### config.mk
export PLATFORM = sky130hd
export DESIGN_NAME = except_commit
export DESIGN_NICKNAME = d
export VERILOG_FILES = /design/src/rtl/except_pkg.sv /design/src/rtl/cp0_timer.sv /design/src/rtl/except_commit.sv
export SDC_FILE = /design/constraint.sdc
export NUM_CORES = 1
export LEC_CHECK = 0
export ABC_CLOCK_PERIOD_IN_PS = 3200
export BUFFER_PORTS_ARGS = -buffer_cell sky130_fd_sc_hd__buf_4
export CAP_MARGIN = 20
export CORE_ASPECT_RATIO = 0.5
export CORE_MARGIN = 2
export CORE_UTILIZATION = 50
export CTS_BUF_LIST = sky130_fd_sc_hd__clkbuf_4
export CTS_CLUSTER_SIZE = 10
export DETAILED_ROUTE_END_ITERATION = 6
export PLACE_DENSITY = 0.8
export SETUP_SLACK_MARGIN = 0.1
export SYNTH_ARGS = -nofsm -noshare
export SYNTH_HDL_FRONTEND = slang
export SYNTH_SLANG_ARGS = --single-unit
export TNS_END_PERCENT = 30
### constraint.sdc
create_clock -name clk -period 3.2 [get_ports clk]
set_clock_uncertainty 0.05 [all_clocks]
set_input_delay 0 -clock clk [delete_from_list [all_inputs] [get_ports clk]]
set_output_delay 0 -clock clk [all_outputs]
set_load 0.05 [all_outputs]
### src/rtl/except_pkg.sv
// except_pkg: shared constants for exception commit and CP0.
// Holds the excepttype bit positions, ExcCode values, excepttype_out codes,
// CP0 register addresses and the mtc0-writable bit masks.
package except_pkg;
    localparam int EXC_SYSCALL_BIT = 8;
    localparam int EXC_RI_BIT      = 9;
    localparam int EXC_OV_BIT      = 10;
    localparam int EXC_TRAP_BIT    = 11;
    localparam int EXC_ERET_BIT    = 12;

    localparam logic [4:0] CODE_INT  = 5'h00;
    localparam logic [4:0] CODE_SYS  = 5'h08;
    localparam logic [4:0] CODE_RI   = 5'h0a;
    localparam logic [4:0] CODE_OV   = 5'h0c;
    localparam logic [4:0] CODE_TRAP = 5'h0d;

    localparam logic [31:0] ET_NONE = 32'h0;
    localparam logic [31:0] ET_INT  = 32'h1;
    localparam logic [31:0] ET_SYS  = 32'h8;
    localparam logic [31:0] ET_RI   = 32'ha;
    localparam logic [31:0] ET_OV   = 32'hc;
    localparam logic [31:0] ET_TRAP = 32'hd;
    localparam logic [31:0] ET_ERET = 32'he;

    localparam logic [4:0] CP0_COUNT   = 5'd9;
    localparam logic [4:0] CP0_COMPARE = 5'd11;
    localparam logic [4:0] CP0_STATUS  = 5'd12;
    localparam logic [4:0] CP0_CAUSE   = 5'd13;
    localparam logic [4:0] CP0_EPC     = 5'd14;

    localparam logic [31:0] STATUS_WMASK = 32'h0000_ff03;
    localparam logic [31:0] CAUSE_WMASK  = 32'h0000_0300;

    // Cause.ExcCode for a committed excepttype_out code.
    function automatic logic [4:0] exc_code(input logic [31:0] et);
        return et == ET_SYS  ? CODE_SYS  :
               et == ET_RI   ? CODE_RI   :
               et == ET_OV   ? CODE_OV   :
               et == ET_TRAP ? CODE_TRAP : CODE_INT;
    endfunction
endpackage

### src/rtl/cp0_timer.sv
// cp0_timer: CP0 Count/Compare pair and the timer interrupt flag.
// Ports: clk, rst (async, active-high); we/waddr/wdata = committed mtc0
// (already suppressed by flush); count, compare, timer_int = state.
module cp0_timer
    import except_pkg::*;
(
    input  logic        clk,
    input  logic        rst,
    input  logic        we,
    input  logic [4:0]  waddr,
    input  logic [31:0] wdata,
    output logic [31:0] count,
    output logic [31:0] compare,
    output logic        timer_int
);
    logic wr_count, wr_cmp;

    assign wr_count = we && waddr == CP0_COUNT;
    assign wr_cmp   = we && waddr == CP0_COMPARE;

    always_ff @(posedge clk or posedge rst) begin
        if (rst) begin
            count     <= 32'h0;
            compare   <= 32'h0;
            timer_int <= 1'b0;
        end else begin
            count <= wr_count ? wdata : count + 32'd1;
            if (wr_cmp)
                compare <= wdata;
            // A write to Compare acknowledges the timer even on a match cycle.
            timer_int <= wr_cmp ? 1'b0 :
                         (count == compare && compare != 32'h0) ? 1'b1 : timer_int;
        end
    end
endmodule

### src/rtl/except_commit.sv
// except_commit: MEM-stage exception prioritisation and CP0 register file.
// Ports: clk, rst (async, active-high); mem_valid/mem_excepttype/mem_pc/
// mem_in_delayslot = instruction in MEM; int_i = hardware interrupts;
// cp0_we/cp0_waddr/cp0_wdata = mtc0 commit; cp0_raddr/cp0_rdata = mfc0;
// excepttype_out/flush/new_pc = redirect; timer_int = Count/Compare match.
module except_commit
    import except_pkg::*;
#(
    parameter logic [31:0] EXC_VECTOR = 32'h0000_0020
) (
    input  logic        clk,
    input  logic        rst,
    input  logic        mem_valid,
    input  logic [31:0] mem_excepttype,
    input  logic [31:0] mem_pc,
    input  logic        mem_in_delayslot,
    input  logic [5:0]  int_i,
    input  logic        cp0_we,
    input  logic [4:0]  cp0_waddr,
    input  logic [31:0] cp0_wdata,
    input  logic [4:0]  cp0_raddr,
    output logic [31:0] cp0_rdata,
    output logic [31:0] excepttype_out,
    output logic        flush,
    output logic [31:0] new_pc,
    output logic        timer_int
);
    logic [31:0] count, compare, epc, epc_fwd, status_r, cause_r, reg_val, wmask;
    logic [7:0]  im, ip;
    logic [4:0]  exccode;
    logic        exl, ie, bd, int_pend, eret, take, wr;
    logic        unused;

    assign unused = ^{mem_excepttype[31:13], mem_excepttype[7:0]};

    assign int_pend = mem_valid && ie && !exl && |(ip & im);

    always_comb begin
        excepttype_out = !mem_valid                        ? ET_NONE :
                         int_pend                          ? ET_INT  :
                         mem_excepttype[EXC_SYSCALL_BIT]   ? ET_SYS  :
                         mem_excepttype[EXC_RI_BIT]        ? ET_RI   :
                         mem_excepttype[EXC_TRAP_BIT]      ? ET_TRAP :
                         mem_excepttype[EXC_OV_BIT]        ? ET_OV   :
                         mem_excepttype[EXC_ERET_BIT]      ? ET_ERET : ET_NONE;
    end

    assign flush   = excepttype_out != ET_NONE;
    assign eret    = excepttype_out == ET_ERET;
    assign take    = flush && !eret;
    assign wr      = cp0_we && !flush;
    // eret returns to an EPC written by an mtc0 in the same cycle.
    assign epc_fwd = (cp0_we && cp0_waddr == CP0_EPC) ? cp0_wdata : epc;
    assign new_pc  = !flush ? 32'h0 : eret ? epc_fwd : EXC_VECTOR;

    cp0_timer u_timer (
        .clk       (clk),
        .rst       (rst),
        .we        (wr),
        .waddr     (cp0_waddr),
        .wdata     (cp0_wdata),
        .count     (count),
        .compare   (compare),
        .timer_int (timer_int)
    );

    assign status_r = {16'h0, im, 6'h0, exl, ie};
    assign cause_r  = {bd, 15'h0, ip, 1'b0, exccode, 2'b0};

    always_comb begin
        reg_val = cp0_raddr == CP0_COUNT   ? count    :
                  cp0_raddr == CP0_COMPARE ? compare  :
                  cp0_raddr == CP0_STATUS  ? status_r :
                  cp0_raddr == CP0_CAUSE   ? cause_r  :
                  cp0_raddr == CP0_EPC     ? epc      : 32'h0;
        wmask   = (cp0_raddr == CP0_COUNT || cp0_raddr == CP0_COMPARE ||
                   cp0_raddr == CP0_EPC)   ? 32'hffff_ffff :
                  cp0_raddr == CP0_STATUS  ? STATUS_WMASK  :
                  cp0_raddr == CP0_CAUSE   ? CAUSE_WMASK   : 32'h0;
        cp0_rdata = (cp0_we && cp0_waddr == cp0_raddr) ? (cp0_wdata & wmask) : reg_val;
    end

    always_ff @(posedge clk or posedge rst) begin
        if (rst) begin
            im      <= 8'h0;
            exl     <= 1'b0;
            ie      <= 1'b0;
            bd      <= 1'b0;
            ip      <= 8'h0;
            exccode <= 5'h0;
            epc     <= 32'h0;
        end else begin
            ip[7:2] <= {timer_int | int_i[5], int_i[4:0]};
            if (wr && cp0_waddr == CP0_CAUSE)
                ip[1:0] <= cp0_wdata[9:8];
            if (take) begin
                exl     <= 1'b1;
                exccode <= exc_code(excepttype_out);
                // A nested exception keeps the original return point.
                if (!exl) begin
                    epc <= mem_in_delayslot ? mem_pc - 32'd4 : mem_pc;
                    bd  <= mem_in_delayslot;
                end
            end else if (eret) begin
                exl <= 1'b0;
            end else if (wr && cp0_waddr == CP0_STATUS) begin
                im  <= cp0_wdata[15:8];
                exl <= cp0_wdata[1];
                ie  <= cp0_wdata[0];
            end
            if (wr && cp0_waddr == CP0_EPC)
                epc <= cp0_wdata;
        end
    end
endmodule
==> reports/results.txt <==
die height: 95.1 µm
number of enable flip-flop cells after synthesis: 0
final core occ: 67.2%
Starting Density: 50.9%
Inserted Diodes: 0
switching part of the total: 38.2%
clock sink count: 120
placed cells: 1310
P per Cell Area: 464 nW/µm²
Layout Cells excl Fill: 1448
cell row count: 33
crit path kind: primary input to flip-flop
DR iter-0 viols: 1126
clock-pin slew on the worst setup and hold paths: 120 ps
Arrival @ worst endpoint: 3410 ps
crit-path max FO: 11
largest cells by area after synthesis: dfrtp_1 36%, a21oi_1 7.0%, xor2_1 6.8%, mux2_4 5.2%, nand2_1 4.8%
post-cts sizing count: 0
RSZ-0062 raised after global routing: no
Reg area: 3000 µm²
Worst Path Required: 3580 ps
leakage dissipation: 0.00493 µW
crit path from: mem_pc[8]
Logic pwr share: 28.9%
Seq pwr share: 45.8%
Pins Over Slew Limit: 0
max cap viols: 0
total number of vias: 8862
maximum vdd drop: 0.211 mV
top-count cell post-synth: dfrtp_1
worst slew pin tran: 1130 ps
footprint of the multi-input gates: 4850 µm²
largest net degree at the start of global routing: 121
Tmin final: 3030 ps
area grow syn2layout: 32.1%
antenna violations before repair: 1
final instance area: 11000 µm²
Total GRT Usage: 35.8%
Async SR Flop Fraction: 100%
P_sw: 1940 µW
top post-synthesis cells by count: 120 x dfrtp_1, 116 x a21oi_1, 106 x nand2_1
setup bufs post-CTS: 0
Horiz. Die Dim: 186 µm
crit start category: primary input
Yosys Warn Count: 0
post-synth top area share: 36.2%
largest area contributor in the netlist: dfrtp_1
number of vias per cell: 6.12
final setup fails: 0
Slew HR: 23.9%
syn_area_per_cell: 8.59 µm²
CP Capture Type: flip-flop
area of the core: 16300 µm²
Netlist cell types: 63
TNS Setup: 0 ps
H-tree depth: 4
CTS buffer count: 17
DP HPWL: 22100 µm
hold path startpoint: mem_pc[9]
wirelength, routed: 31400 µm
per-cell routed wire length: 21.7 µm
crit share post-route: 94.7%
antenna-violating nets left: 0
global placer's final weighted congestion: 1.01
Yosys reg bits: 120
part of the Yosys area used for sequential elements: 36.2%
FF-to-FF Start: ip[1]$_DFFE_PP0P_
outcome: complete, no violations
Final nets: 1327
Hold Vio Cnt, Final: 0
post-place instance area: 9570 µm²
# DRC: 0
die area: 17700 µm²
Mapped Area: 8300 µm²
grt total ovfl: 0
I/O Pins: 215
Hold/Removal Path Class: primary input to flip-flop
first-pass GRT wire length: 47100 µm
Clock Root Buffer: clkbuf_4
fmax: 330 MHz
Top FF cell, synth: dfrtp_1
vias in the first global route: 8384
drt pass-1 iters: 6
Internal: 3140 µW
clock latency on the worst-skew pair: 530 ps
layout cells sized above 1: 21.5%
clock tree buffer depth: 2
Pwr Total: 5080 µW
final-layout fill cell count: 1280
clock power share: 25.3%
IO buf count: 159
CTS tree: done
Post-Synthesis Cells: 967
[power by group through the flow]
stage,clock [µW],combinational [µW],sequential [µW]
after floorplan,0,1000,2100
after global placement,0,1270,2310
after detailed placement,0,1300,2320
after CTS,1280,1430,2300
after global routing,1360,1580,2360
final,1280,1470,2330
[cells by family after synthesis]
family | count (synthesis) | synth area share (%)
muxes | 54 | 8.50
buffers and inverters | 112 | 6.71
xor gates and xnor gates | 87 | 9.18
AOI/OAI and AO/OA | 264 | 19.8
DFF | 120 | 36.2
and+or+nand+nor | 327 | 19.3
adders and majority gates | 2 | 0.301
other | 1 | 0.0452
[layout by cell type (no fill, tap or decap), drive strengths merged, types with 26 or more instances in the layout]
| cell | n |
|---|---|
| o21ai | 51 |
| dfrtp | 120 |
| a21oi | 116 |
| nor2 | 84 |
| buf | 177 |
| mux2 | 45 |
| dlygate4sd3 | 106 |
| conb | 28 |
| inv | 26 |
| xor2 | 64 |
| nand2 | 106 |
| nor4 | 26 |
[worst max-delay path, cell delays in order]
cell           delay (ps)
dlygate4sd3_1         530
buf_4                 150
nor4_1                570
nand3_1               140
buf_4                 210
o41a_1                380
dlygate4sd3_1         570
o32ai_1               270
dlygate4sd3_1         580
nor2_1                 40
[path summary, 6_finish.rpt]
| path | end | cells past startpoint | slack, ps |
|---|---|---|---|
| max | epc[25]$_DFFE_PP0P_ | 10 | 170 |
| min | epc[10]$_DFFE_PP0P_ | 6 | 40 |
| max reg2reg | exl$_DFFE_PP0P_ | 7 | 440 |
| min reg2reg | u_timer.timer_int$_DFFE_PP0P_ | 1 | 510 |
| max in group asynchronous | epc[27]$_DFFE_PP0P_ | 4 | 2440 |
| min in group asynchronous | u_timer.count[14]$_DFF_PP0_ | 4 | 100 |
[metal layers]
layer / vias to the layer above / global-route usage (%) / wire (µm)
met2: 590 / 50.3 / 13000
met5: - / 1.43 / 0
li1: 3919 / - / -
met4: 0 / 12.9 / 1030
met3: 105 / 13.4 / 4250
met1: 4248 / 49.9 / 13100
[state kept, by name (all words and copies together) (netlist names)]
register and count:
epc 32, u_timer.compare 32, u_timer.count 32, im 8, ip 8, exccode 4
bd 1, exl 1, ie 1, u_timer.timer_int 1
[layout make-up]
type / instances / area share (%)
repair buffers: 283 / 21.9
multi-input cells: 762 / 44.2
well taps: 227 / 2.59
clock buffers: 18 / 1.23
clock inverters: 14 / 1.79
flip-flops and latches: 120 / 27.4
inverters: 24 / 0.856
[stage by stage]
stage / worst slack (ps) / hold WS [ps]
6_report: 169 / 37.9
5_1_grt: 152 / 21.5
4_1_cts: 280 / 5.01
3_5_place_dp: 774 / 60.8
3_3_place_gp: 844 / 60.5
2_1_floorplan: 462 / -18.6
[what timing repair did]
action / 4_1_cts / 5_1_grt
endpoints found under the hold margin: 239 / 0
hold buffers: 106 / 0
setup endpoints to repair: 0 / 0
Power figures use the tool's default switching activity.
